<file path="config.mk">
export PLATFORM = sky130hd
export DESIGN_NAME = arb_req_buffer
export DESIGN_NICKNAME = d
export VERILOG_FILES = /design/src/rtl/arb_buf_pkg.sv /design/src/rtl/arb_req_fifo.sv /design/src/rtl/arb_req_buffer.sv
export SDC_FILE = /design/constraint.sdc
export NUM_CORES = 1
export LEC_CHECK = 0
export ABC_AREA = 1
export CORE_UTILIZATION = 35
export CTS_BUF_LIST = sky130_fd_sc_hd__clkbuf_4 sky130_fd_sc_hd__clkbuf_8
export DETAILED_ROUTE_END_ITERATION = 8
export GPL_TIMING_DRIVEN = 0
export PLACE_DENSITY = 0.53
export REMOVE_ABC_BUFFERS = 1
export SLEW_MARGIN = 5
export SYNTH_ARGS = -nofsm -noshare
export SYNTH_HDL_FRONTEND = slang
export SYNTH_SLANG_ARGS = --single-unit
export TNS_END_PERCENT = 30
</file>
<file path="constraint.sdc">
create_clock -name clk -period 2.95 [get_ports clk]
set_clock_uncertainty 0.1 [all_clocks]
set_input_delay 0.59 -clock clk [delete_from_list [all_inputs] [get_ports clk]]
set_output_delay 0.59 -clock clk [all_outputs]
set_load 0.05 [all_outputs]
</file>
<file path="src/rtl/arb_buf_pkg.sv">
// Shared constants and width helpers for the arbiter request buffer.
//   DefNumReq / DefDataWidth / DefDepth : default instance sizing
//   src_width(n)  : bits needed for a client index (minimum 1)
//   cnt_width(d)  : bits needed for a 0..d occupancy count
package arb_buf_pkg;

  localparam int DefNumReq    = 3;
  localparam int DefDataWidth = 8;
  localparam int DefDepth     = 4;

  function automatic int src_width(input int n);
    return (n > 1) ? $clog2(n) : 1;
  endfunction

  function automatic int cnt_width(input int d);
    return $clog2(d + 1);
  endfunction

endpackage

</file>
<file path="src/rtl/arb_req_fifo.sv">
// Single-clock per-client FIFO. Pointers wrap modulo Depth (power of two);
// an explicit count register distinguishes full from empty.
//   clk, rstN : clock and asynchronous active-low reset (control only)
//   push, din : write strobe and data, ignored while full
//   pop       : read strobe, ignored while empty
//   dout      : current head entry
//   empty     : no entries held
//   full      : Depth entries held
module arb_req_fifo
  import arb_buf_pkg::*;
#(
  parameter int DataWidth = DefDataWidth,
  parameter int Depth     = DefDepth
) (
  input  logic                 clk,
  input  logic                 rstN,
  input  logic                 push,
  input  logic                 pop,
  input  logic [DataWidth-1:0] din,
  output logic [DataWidth-1:0] dout,
  output logic                 empty,
  output logic                 full
);

  localparam int PtrW = $clog2(Depth);
  localparam int CntW = cnt_width(Depth);

  logic [DataWidth-1:0] mem [Depth];
  logic [PtrW-1:0]      wr_ptr;
  logic [PtrW-1:0]      rd_ptr;
  logic [CntW-1:0]      count;
  logic                 do_push;
  logic                 do_pop;

  assign full    = (count == CntW'(Depth));
  assign empty   = (count == '0);
  assign dout    = mem[rd_ptr];
  // A full FIFO refuses the push even when popped in the same cycle.
  assign do_push = push && !full;
  assign do_pop  = pop && !empty;

  always_ff @(posedge clk or negedge rstN) begin
    if (!rstN) begin
      wr_ptr <= '0;
      rd_ptr <= '0;
      count  <= '0;
    end else begin
      if (do_push) wr_ptr <= wr_ptr + 1'b1;
      if (do_pop)  rd_ptr <= rd_ptr + 1'b1;
      case ({do_push, do_pop})
        2'b10:   count <= count + 1'b1;
        2'b01:   count <= count - 1'b1;
        default: count <= count;
      endcase
    end
  end

  // Storage carries no reset; only pointers and count define validity.
  always_ff @(posedge clk) begin
    if (do_push) mem[wr_ptr] <= din;
  end

endmodule

</file>
<file path="src/rtl/arb_req_buffer.sv">
// Front-end of a round-robin arbiter: one FIFO per client, request vector
// from non-empty FIFOs, pop of the granted FIFO into a registered output.
//   clk, rstN          : clock and asynchronous active-low reset
//   in_valid/in_data   : per-client push strobe and payload
//   in_ready           : per-client space available (0 during reset)
//   req_out            : requests to the arbiter
//   grant_in           : arbiter grant, combinational from req_out
//   out_valid/out_data : held output entry
//   out_src            : client index of the held entry
//   out_ready          : downstream accept
module arb_req_buffer
  import arb_buf_pkg::*;
#(
  parameter int NumReq    = DefNumReq,
  parameter int DataWidth = DefDataWidth,
  parameter int Depth     = DefDepth
) (
  input  logic                               clk,
  input  logic                               rstN,
  input  logic [NumReq-1:0]                  in_valid,
  input  logic [NumReq-1:0][DataWidth-1:0]   in_data,
  output logic [NumReq-1:0]                  in_ready,
  output logic [NumReq-1:0]                  req_out,
  input  logic [NumReq-1:0]                  grant_in,
  output logic                               out_valid,
  output logic [DataWidth-1:0]               out_data,
  output logic [src_width(NumReq)-1:0]       out_src,
  input  logic                               out_ready
);

  localparam int SrcW = src_width(NumReq);

  logic [DataWidth-1:0] head [NumReq];
  logic [NumReq-1:0]    empty;
  logic [NumReq-1:0]    full;
  logic [NumReq-1:0]    push;
  logic [NumReq-1:0]    pop;
  logic                 advance;
  logic                 hit;
  logic [SrcW-1:0]      sel;
  logic [DataWidth-1:0] sel_data;

  assign in_ready = rstN ? ~full : '0;
  assign push     = in_valid & in_ready;
  assign advance  = !out_valid || out_ready;
  // Dropping all requests while stalled keeps the arbiter's mask frozen.
  assign req_out  = {NumReq{advance}} & ~empty;

  for (genvar g = 0; g < NumReq; g++) begin : g_fifo
    arb_req_fifo #(
      .DataWidth(DataWidth),
      .Depth    (Depth)
    ) u_fifo (
      .clk  (clk),
      .rstN (rstN),
      .push (push[g]),
      .pop  (pop[g]),
      .din  (in_data[g]),
      .dout (head[g]),
      .empty(empty[g]),
      .full (full[g])
    );
  end

  // Descending scan so the lowest requesting granted index wins when the
  // grant is not one-hot; grant bits on idle lines are masked by req_out.
  always_comb begin
    hit      = 1'b0;
    sel      = '0;
    sel_data = '0;
    for (int i = NumReq - 1; i >= 0; i--) begin
      if (grant_in[i] && req_out[i]) begin
        hit      = 1'b1;
        sel      = SrcW'(i);
        sel_data = head[i];
      end
    end
    pop = hit ? (NumReq'(1) << sel) : '0;
  end

  // Output register stage
  always_ff @(posedge clk or negedge rstN) begin
    if (!rstN) begin
      out_valid <= 1'b0;
      out_data  <= '0;
      out_src   <= '0;
    end else if (advance) begin
      out_valid <= hit;
      if (hit) begin
        out_data <= sel_data;
        out_src  <= sel;
      end
    end
  end

endmodule

</file>
; ---- Yosys cells after proc, flatten, opt, wreduce, memory -nomap -nowiden
; Memory sizes are Yosys's and may differ from the RTL's.
; Cells that the tools add are included.
[totals]
input_bits = 33
ramBits = 96
ff_bits = 32
n_memories = 3
wordCells = 85
out_inout_bits = 17
[op_classes]
add_sub_neg = 12
n_mux = 20
reduce_logical = 24
shifts = 1
eq_ne = 9
n_bitwise = 4
[memory_table]
columns = name, words, width, rd, rd_ports_with_merged_regs, write_ports, line
row1 = g_fifo[0].u_fifo.mem, 4, 8, 1, 0, 1, arb_req_fifo.sv:28  ; logic [DataWidth-1:0] mem [Depth];
row2 = g_fifo[1].u_fifo.mem, 4, 8, 1, 0, 1, arb_req_fifo.sv:28
row3 = g_fifo[2].u_fifo.mem, 4, 8, 1, 0, 1, arb_req_fifo.sv:28
[op_table]
columns = operator, count
row1 = $mux 8, 3
row2 = $pmux 3 s2, 3
row3 = $add 2x1->2 const B, 6
row4 = $add 3x1->3 const B, 3
row5 = $eq 3x3->1 const B, 3
row6 = $logic_and 1x1->1, 9
row7 = $logic_not 3->1, 3
row8 = $mux 1, 9
row9 = $sub 3x1->3 const B, 3
row10 = $logic_not 1->1, 7
row11 = $and 3x3->3, 2
row12 = $eq 2x1->1 const B, 3
row13 = $eq 2x2->1 const B, 3
row14 = $mux 2, 3
row15 = $mux 3, 2
row16 = $not 3->3, 2
row17 = $reduce_bool 2->1, 3
row18 = $shl 1x2->3 const A, 1
row19 = $reduce_and 2->1, 1
row20 = $logic_or 1x1->1, 1

; ---- Longest topological paths before layout
; Gate-level depths: netlist (run 1).
[depth]
depth_word = 12
depth_mapped = 12
depth_no_buf = 12

; ---- Cells and area by module
; Synthesis (run 1) repeated with hierarchy kept, for this count alone.
[unflattened]
cells_unflattened = 565
area_unflattened_um2 = 6048.3
[modules_own_cells]
columns = module, seq_area_each_um2, instances, cells_each, area_per_inst_um2
row1 = arb_req_fifo (g_fifo[0].u_fifo ...), 1136.1, 2, 154, 1741.7
row2 = arb_req_fifo (g_fifo[2].u_fifo), 1136.1, 1, 154, 1751.7
row3 = arb_req_buffer, 275.3, 1, 103, 813.3

; ---- Worst setup path after synthesis (run 1)
; Ideal clock, no wire load.
[synth_path]
kind = input port to flip-flop
start = input rstN
end = register g_fifo[1].u_fifo.count[1]
setup_slack_ns = 0.072
stages = 7
setup_time_ns = 0.083
path_buffers = 0
required_ns = 2.767
t_arrival_ns = 2.695
cell_sequence = inv_1 > a21oi_1 > nand2_1 > ha_1 > inv_1 > fa_1 > o21ai_0
[synth_between]
elab_chain_len = 5
word_cells_on_any_way = 7
classes_between = eq/ne: 2 / mux: 2 / bitwise: 1 / reduce/logical: 2
[synth_lines]
columns = element, line
row1 = from (decl), arb_req_buffer.sv:19  ; input logic rstN,
row2 = $mux 3 (*), arb_req_buffer.sv:43  ; assign in_ready = rstN ? ~full : '0;
row3 = named net in_ready[1], arb_req_buffer.sv:22  ; output logic [NumReq-1:0] in_ready,
row4 = $and 3x3->3 (*), arb_req_buffer.sv:44  ; assign push = in_valid & in_ready;
row5 = $logic_and 1x1->1 (*), arb_req_fifo.sv:39  ; assign do_push = push && !full;
row6 = $eq 2x1->1 / $eq 2x2->1 (equally long branches), arb_req_fifo.sv:50  ; case ({do_push, do_pop})
row7 = $pmux 3 s2 / $reduce_bool 2->1 (equally long branches), n/a
row8 = to (signal assigned), arb_req_fifo.sv:51  ; 2'b10: count <= count + 1'b1;
row9 = to (signal assigned), arb_req_fifo.sv:52  ; 2'b01: count <= count - 1'b1;
row10 = to (signal assigned), arb_req_fifo.sv:53  ; default: count <= count;
row11 = to (decl), arb_req_fifo.sv:31  ; logic [CntW-1:0] count;
; The timed path passes the listed nets; every way through them passes the cells marked *.
; A chain may end at the register's enable or synchronous reset.

; ---- Final worst setup path (run 1)
[layout_path]
start = input out_ready
end = output req_out[2]
[layout_between]
elab_chain_len = 2
[layout_lines]
columns = element, line
row1 = from (decl), arb_req_buffer.sv:28  ; input logic out_ready
row2 = $logic_or 1x1->1, arb_req_buffer.sv:45  ; assign advance = !out_valid || out_ready;
row3 = $and 3x3->3, arb_req_buffer.sv:47  ; assign req_out = {NumReq{advance}} & ~empty;
row4 = to (decl), arb_req_buffer.sv:23  ; output logic [NumReq-1:0] req_out,
; Every way passes these cells.

==> reports/qor.yml, run 1 <==
status:
  status: "finished clean"
sta:
  max_slew.worst_pin.slew_ps: 864
  fmax_mhz: 356
  layout_setup_ws_ps: 144
  fin_crit_sh_pct: 95.1
  finalSetupViolCount: 0
  fin_crit_ps: 2810
  rsz0062_at_grt: "no"
  max_slew_margin_pct: 42.2
  hold_viol: 0
  slew_viol_final: 0
worst_hold_path:
  min-delay-path-class: "reg -> reg"
  hold_depth: 2
  worstHoldStart: "out_src[0]"
  min_to: "out_src[0]"
clock_tree:
  root_buffer: "clkbuf_8"
  htreeDepth: 4
  post-cts-setup-buffers: 0
  clkSinkCount: 128
  insertion_delay_ps: 440
  clk_pin_slew_ps: 80
  cts_tree: "done"
  numCtsBuffers: 17
  cts_max_path_buffers: 2
place:
  place_congestion: 0.721
  detailedPlace.worstSlack_ps: -558
  dp_cells: 755
  place_hpwl_um: 7730
  io_buffers: 49
synthesis:
  synthDistinctLibCells: 31
  yosys.area.top_type: "edfxtp_1"
  yosys_warnings: 0
  yosys.cell_count.top_type: "edfxtp_1"
  async_flop_share_pct: 25.0
  synth_area_sq_um: 5640
  ys_top_cells_by_count: "edfxtp_1 (96), nand2_1 (89), nor2_1 (72), inv_1 (57), o21ai_0 (43)"
  synth_top_flop_cell: "edfxtp_1"
  synth_seq_area_share_pct: 65.3
  synth_top_cell_area_share_pct: 51.1
  synth_edf_count: 96
  syn_inst: 504
  avgSynthCellArea_sq_um: 11.2
  synth_seq_cells: 128
  synthTopCellsByArea: "edfxtp_1 (51%), dfrtp_1 (14%), nand2_1 (5.9%)"
global_routing:
  grt_start_max_net_pins: 25
  track_usage_pct: 15.4
  grt_pass1_wl_um: 18400
  first_global_vias: 3612
  overflow: 0
  antenna_found_initial: 0
route:
  via_per_inst: 4.52
  wl_per_cell_um: 14.6
  drt_wl_total_um: 11600
  dr.pass1.iters: 4
  ant_nets: 0
  drt_iter0_drc: 194
  drc_errors: 0
  dr_total_vias: 3572
floorplanning:
  rows: 46
  dieWidth_um: 129
  initial_utilization_pct: 35.7
  fp.dieH_um: 129
  ioPinCount: 50
  die_area_sq_um: 16600
  core-area_sq_um: 15800
cells_and_area:
  area_delta_synth_final_pct: 20.5
  fin_cells: 791
  layout-drive-gt1-share_pct: 10.3
  antenna_cells: 0
  num-nets-final: 613
worst_setup_path:
  reg2reg_to: "g_fifo[0].u_fifo.count[2]"
  worstSetupStartpointType: "input pin"
  end_kind: "output port"
  crit_fanout: 7
  r2r-start: "out_valid"
  cp_data_arrival_time_ps: 2120
  critPathKind: "in -> out"
  reg2reg_slack_ps: 420
  r2r_cells: 9
  crit_required_ps: 2260
power_and_ir_drop:
  power_leakage_nw: 2.72
  total_power_mw: 6.62
  vdd_drop_max_mv: 0.452
  p_per_area_nw_per_um2: 974
run:
  max_cap_violations: 0
registers in the layout, indices dropped and copies added (netlist names):
register and count:
out_src 2, g_fifo.u_fifo.wr_ptr 6, g_fifo.u_fifo.mem 96, out_data 8
g_fifo.u_fifo.rd_ptr 6, g_fifo.u_fifo.count 9, out_valid 1
metal layers:
| layer | GRT usage (%) | vias to the layer above | routed length (um) | share of wire, % |
|---|---|---|---|---|
| li1 | - | 1787 | - | - |
| met1 | 18.6 | 1733 | 5050 | 44 |
| met2 | 26.3 | 41 | 6090 | 53 |
| met3 | 3.45 | 11 | 287 | 2.5 |
| met4 | 6.85 | 0 | 155 | 1.3 |
| met5 | 0 | - | 0 | 0 |
power breakdown:
| part | internal [mW] | switching, mW |
|---|---|---|
| Clock | 1.03 | 0.708 |
| Combinational | 0.752 | 1.50 |
| Sequential | 2.31 | 0.327 |
| Total | 4.09 | 2.53 |
how the worst max path moves through the flow:
stage,cells past startpoint,from,end,slack [ps]
after detailed placement,4,rstN,in_ready[2],-560
after CTS,6,out_ready,req_out[1],130
after floorplan,7,rstN,g_fifo[1].u_fifo.count[1],70
after global placement,4,rstN,in_ready[2],-1580
final,6,out_ready,req_out[2],140
after global routing,11,out_ready,g_fifo[0].u_fifo.count[2],50
worst max-delay path, stage by stage:
cell,delay [ps]
clkdlybuf4s50_1,450
inv_1,60
nand2_4,110
nand2_1,70
inv_1,50
clkdlybuf4s50_1,790
cells in the final DEF, fill, tap and decap left out, types with 3 or more instances in the layout:
| cell type | instances |
|---|---|
| a21oi_1 | 8 |
| bufinv_16 | 5 |
| clkbuf_8 | 17 |
| clkdlybuf4s50_1 | 45 |
| clkinvlp_4 | 3 |
| dfrtp_1 | 32 |
| dlygate4sd2_1 | 3 |
| dlygate4sd3_1 | 3 |
| edfxtp_1 | 96 |
| fa_1 | 3 |
| ha_1 | 15 |
| inv_1 | 57 |
| inv_2 | 5 |
| nand2_1 | 89 |
| nand2_2 | 4 |
| nand2_4 | 3 |
| nand3_1 | 24 |
| nand3_2 | 4 |
| nor2_1 | 72 |
| o211ai_1 | 3 |
| o21ai_0 | 43 |
| o22ai_1 | 5 |
| xnor2_1 | 3 |
| xor2_1 | 9 |
repair_timing:
action / in CTS / in global routing
setup endpoints to repair: 3 / 0
resized for setup: 4 / 0
hold buffers: 4 / 0
endpoints found under the hold margin: 29 / 0
cells by family (layout without fill, tap and decap cells):
group / Yosys count / count (layout) / synth area share (%)
simple gates: 204 / 204 / 16.1
flops: 128 / 128 / 65.3
buf+inv: 79 / 150 / 6.30
compound gates: 62 / 62 / 5.79
fa+ha+maj: 18 / 18 / 4.39
xor+xnor: 13 / 13 / 2.15
cell type report:
cell class                      instances  area (sq um)
Multi-Input combinational cell        297          1600
Sequential cell                       128          3680
Tap cell                              216           270
Inverter                               65           249
Timing Repair Buffer                   53           534
Fill cell                            1513          9030
Clock buffer                           19           249
Clock inverter                         13           209
through the flow:
stage	area, sq um	setup TNS (ps)	utilization [%]	hold slack (ps)
finish	6800	0	43.0	376
global route	6800	0	43.0	419
CTS	6800	0	43.0	381
detailed placement	6290	-34900	39.8	361
global placement	6300	-145200	39.8	364
floorplan	5540	0	-	194
No activity file was read; power rests on OpenSTA's default activity.
==> inputs of run 2 (changes only) <==
--- a/config.mk
+++ b/config.mk
@@ -10,6 +10,7 @@
 export CTS_BUF_LIST = sky130_fd_sc_hd__clkbuf_4 sky130_fd_sc_hd__clkbuf_8
 export DETAILED_ROUTE_END_ITERATION = 8
 export GPL_TIMING_DRIVEN = 0
+export HOLD_SLACK_MARGIN = 0.08
 export PLACE_DENSITY = 0.53
 export REMOVE_ABC_BUFFERS = 1
 export SLEW_MARGIN = 5
==> reports/qor.yml, run 2 (synthesized netlist as in run 1, its figures left out) <==
status:
  status: "finished clean"
global_routing:
  first_global_vias: 3596  # -0.44%
  track_usage_pct: 15.2  # -0.19 points
  antenna_found_initial: 0  # unchanged
  overflow: 0  # unchanged
  grt_start_max_net_pins: 33  # +32%
  grt_pass1_wl_um: 18300  # -1.0%
worst_setup_path:
  crit_required_ps: 2260  # about the same
  cp_data_arrival_time_ps: 2120  # about the same
  crit_fanout: 7  # unchanged
  cpMaxStageDelayCell: "clkdlybuf4s50_1"
  critPathKind: "in -> out"
  max_stage_delay_ps: 790  # about the same
  end_kind: "output port"
  worst_path_dominant_cell_family: "buffers and inverters"
  worstSetupStartpointType: "input pin"
  crit_buf_inv: 4  # unchanged
  crit_chain: "clkdlybuf4s50_1, inv_1, nand2_4, nand2_1, inv_1, clkdlybuf4s50_1"
floorplanning:
  initial_utilization_pct: 35.7  # unchanged
  ioPinCount: 50  # unchanged
  core-area_sq_um: 15800  # unchanged
  die_area_sq_um: 16600  # unchanged
  dieWidth_um: 129  # unchanged
  rows: 46  # unchanged
  fp.dieH_um: 129  # unchanged
power_and_ir_drop:
  power_leakage_nw: 2.72  # -0.31%
  vdd_drop_max_mv: 0.452  # about the same
  p_per_area_nw_per_um2: 976  # +0.23%
run:
  max_cap_violations: 0  # unchanged
sta:
  finalSetupViolCount: 0  # unchanged
  rsz0062_at_grt: "no"
  max_slew.worst_pin.slew_ps: 874  # +9.41 ps
  slew_viol_final: 0  # unchanged
  fin_crit_ps: 2810  # -0.511 ps
  layout_setup_ws_ps: 144  # +0.511 ps
  fmax_mhz: 356  # about the same
  hold_viol: 0  # unchanged
  max_slew_margin_pct: 41.5  # -0.63 points
  fin_crit_sh_pct: 95.1  # about the same
place:
  place_hpwl_um: 7730  # unchanged
  detailedPlace.worstSlack_ps: -558  # unchanged
  place_congestion: 0.721  # unchanged
  io_buffers: 49  # unchanged
cells_and_area:
  largest_reg_flops: 96  # unchanged
  layout_common_cells: "edfxtp_1 (96), nand2_1 (89), nor2_1 (72)"
  layout-drive-gt1-share_pct: 10.3  # +0.036 points
  layout_commonest_cell: "edfxtp_1"
  final_util_pct: 42.8  # -0.13 points
  regMostFlops: "g_fifo.u_fifo.mem"
  antenna_cells: 0  # unchanged
  area_delta_synth_final_pct: 20.1
  num-nets-final: 611  # -0.33%
  reg.largest.list: "g_fifo.u_fifo.mem (96), g_fifo.u_fifo.count (9), out_data (8)"
clock_tree:
  clkSinkCount: 128  # unchanged
  cts_max_path_buffers: 2  # unchanged
  clk_pin_slew_ps: 80  # about the same
  cts_tree: "done"
  insertion_delay_ps: 440  # about the same
  htreeDepth: 4  # unchanged
  numCtsBuffers: 17  # unchanged
  root_buffer: "clkbuf_8"
  post-cts-setup-buffers: 0  # unchanged
route:
  drt_wl_total_um: 11500  # -1.0%
  dr.pass1.iters: 4  # unchanged
  drc_errors: 0  # unchanged
  dr_total_vias: 3554  # -0.50%
  drt_iter0_drc: 177  # -8.8%
  wl_per_cell_um: 14.5  # -0.79%
  ant_nets: 0  # unchanged
  via_per_inst: 4.50  # -0.25%
worst_hold_path:
  min-delay-path-class: "reg -> reg"
-- run 2: changes by cell type in the layout (fill, tap and decap cells not counted) --
cell,delta
dlygate4sd3_1,-2
-- run 2: per-layer routing --
layer  vias to the layer above  share of wire (%)  GRT usage (%)
met3                        14                2.7           3.45
li1                       1782                  -              -
met5                         -                  0              0
met1                      1710                 44           18.6
met2                        48                 52           25.6
met4                         0                1.7           6.92
-- run 2: tightest hold or removal path, delay by kind of cell (launching register included) --
kind             cells  cell delay, ps
AND/OR/NAND/NOR      2              90
flip-flops           1             350
-- run 2: repair_timing --
action | 4_1_cts | 5_1_grt
hold buffers | 2 | 0
resized for setup | 4 | 0
endpoints found under the hold margin | 32 | 0
setup endpoints to repair | 3 | 0
-- run 2: final timing paths --
| path | from | to | slack [ps] | cells after the start |
|---|---|---|---|---|
| worst min register to register | out_src[0] | out_src[0] | 380 | 2 |
| worst max register to register | out_valid | g_fifo[0].u_fifo.count[2] | 430 | 9 |
| worst min-delay path | out_src[0] | out_src[0] | 380 | 2 |
| max in group asynchronous | rstN | out_data[7] | 1970 | 3 |
| min in group asynchronous | rstN | g_fifo[0].u_fifo.count[0] | 600 | 3 |
| worst max-delay path | out_ready | req_out[2] | 140 | 6 |
-- run 2: report_power, final --
| group | total (mW) | switching (mW) | internal (mW) | leakage, nW |
|---|---|---|---|---|
| logic | 2.25 | 1.50 | 0.750 | 1.25 |
| clock network | 1.73 | 0.706 | 1.03 | 0.224 |
| registers | 2.64 | 0.327 | 2.31 | 1.25 |
| total | 6.62 | 2.53 | 4.09 | 2.72 |
-- run 2: final cells by class --
cell class / count / area (sq um)
clock inverters: 13 / 209
fillers: 1512 / 9050
flip-flops and latches: 128 / 3680
well taps: 216 / 270
inverters: 65 / 249
repair buffers: 51 / 514
clock buffers: 19 / 249
multi-input cells: 297 / 1600
-- run 2: through the flow --
step	instance area, sq um	std cells	power [mW]	TNS [ps]	hold slack [ps]
after floorplan	5540	490	4.18	0	194
after global placement	6300	755	4.89	-145200	364
after detailed placement	6290	755	4.96	-34900	361
after CTS	6780	789	6.70	0	381
after global routing	6780	789	7.09	0	419
final	6780	789	6.62	0	376
==> inputs of run 3 (changes only) <==
--- a/config.mk
+++ b/config.mk
@@ -10,7 +10,6 @@
 export CTS_BUF_LIST = sky130_fd_sc_hd__clkbuf_4 sky130_fd_sc_hd__clkbuf_8
 export DETAILED_ROUTE_END_ITERATION = 8
 export GPL_TIMING_DRIVEN = 0
-export HOLD_SLACK_MARGIN = 0.08
 export PLACE_DENSITY = 0.53
 export REMOVE_ABC_BUFFERS = 1
 export SLEW_MARGIN = 5
==> results of run 3 <==
Same layout as run 1: the final DEF is identical, and so are final timing and power.
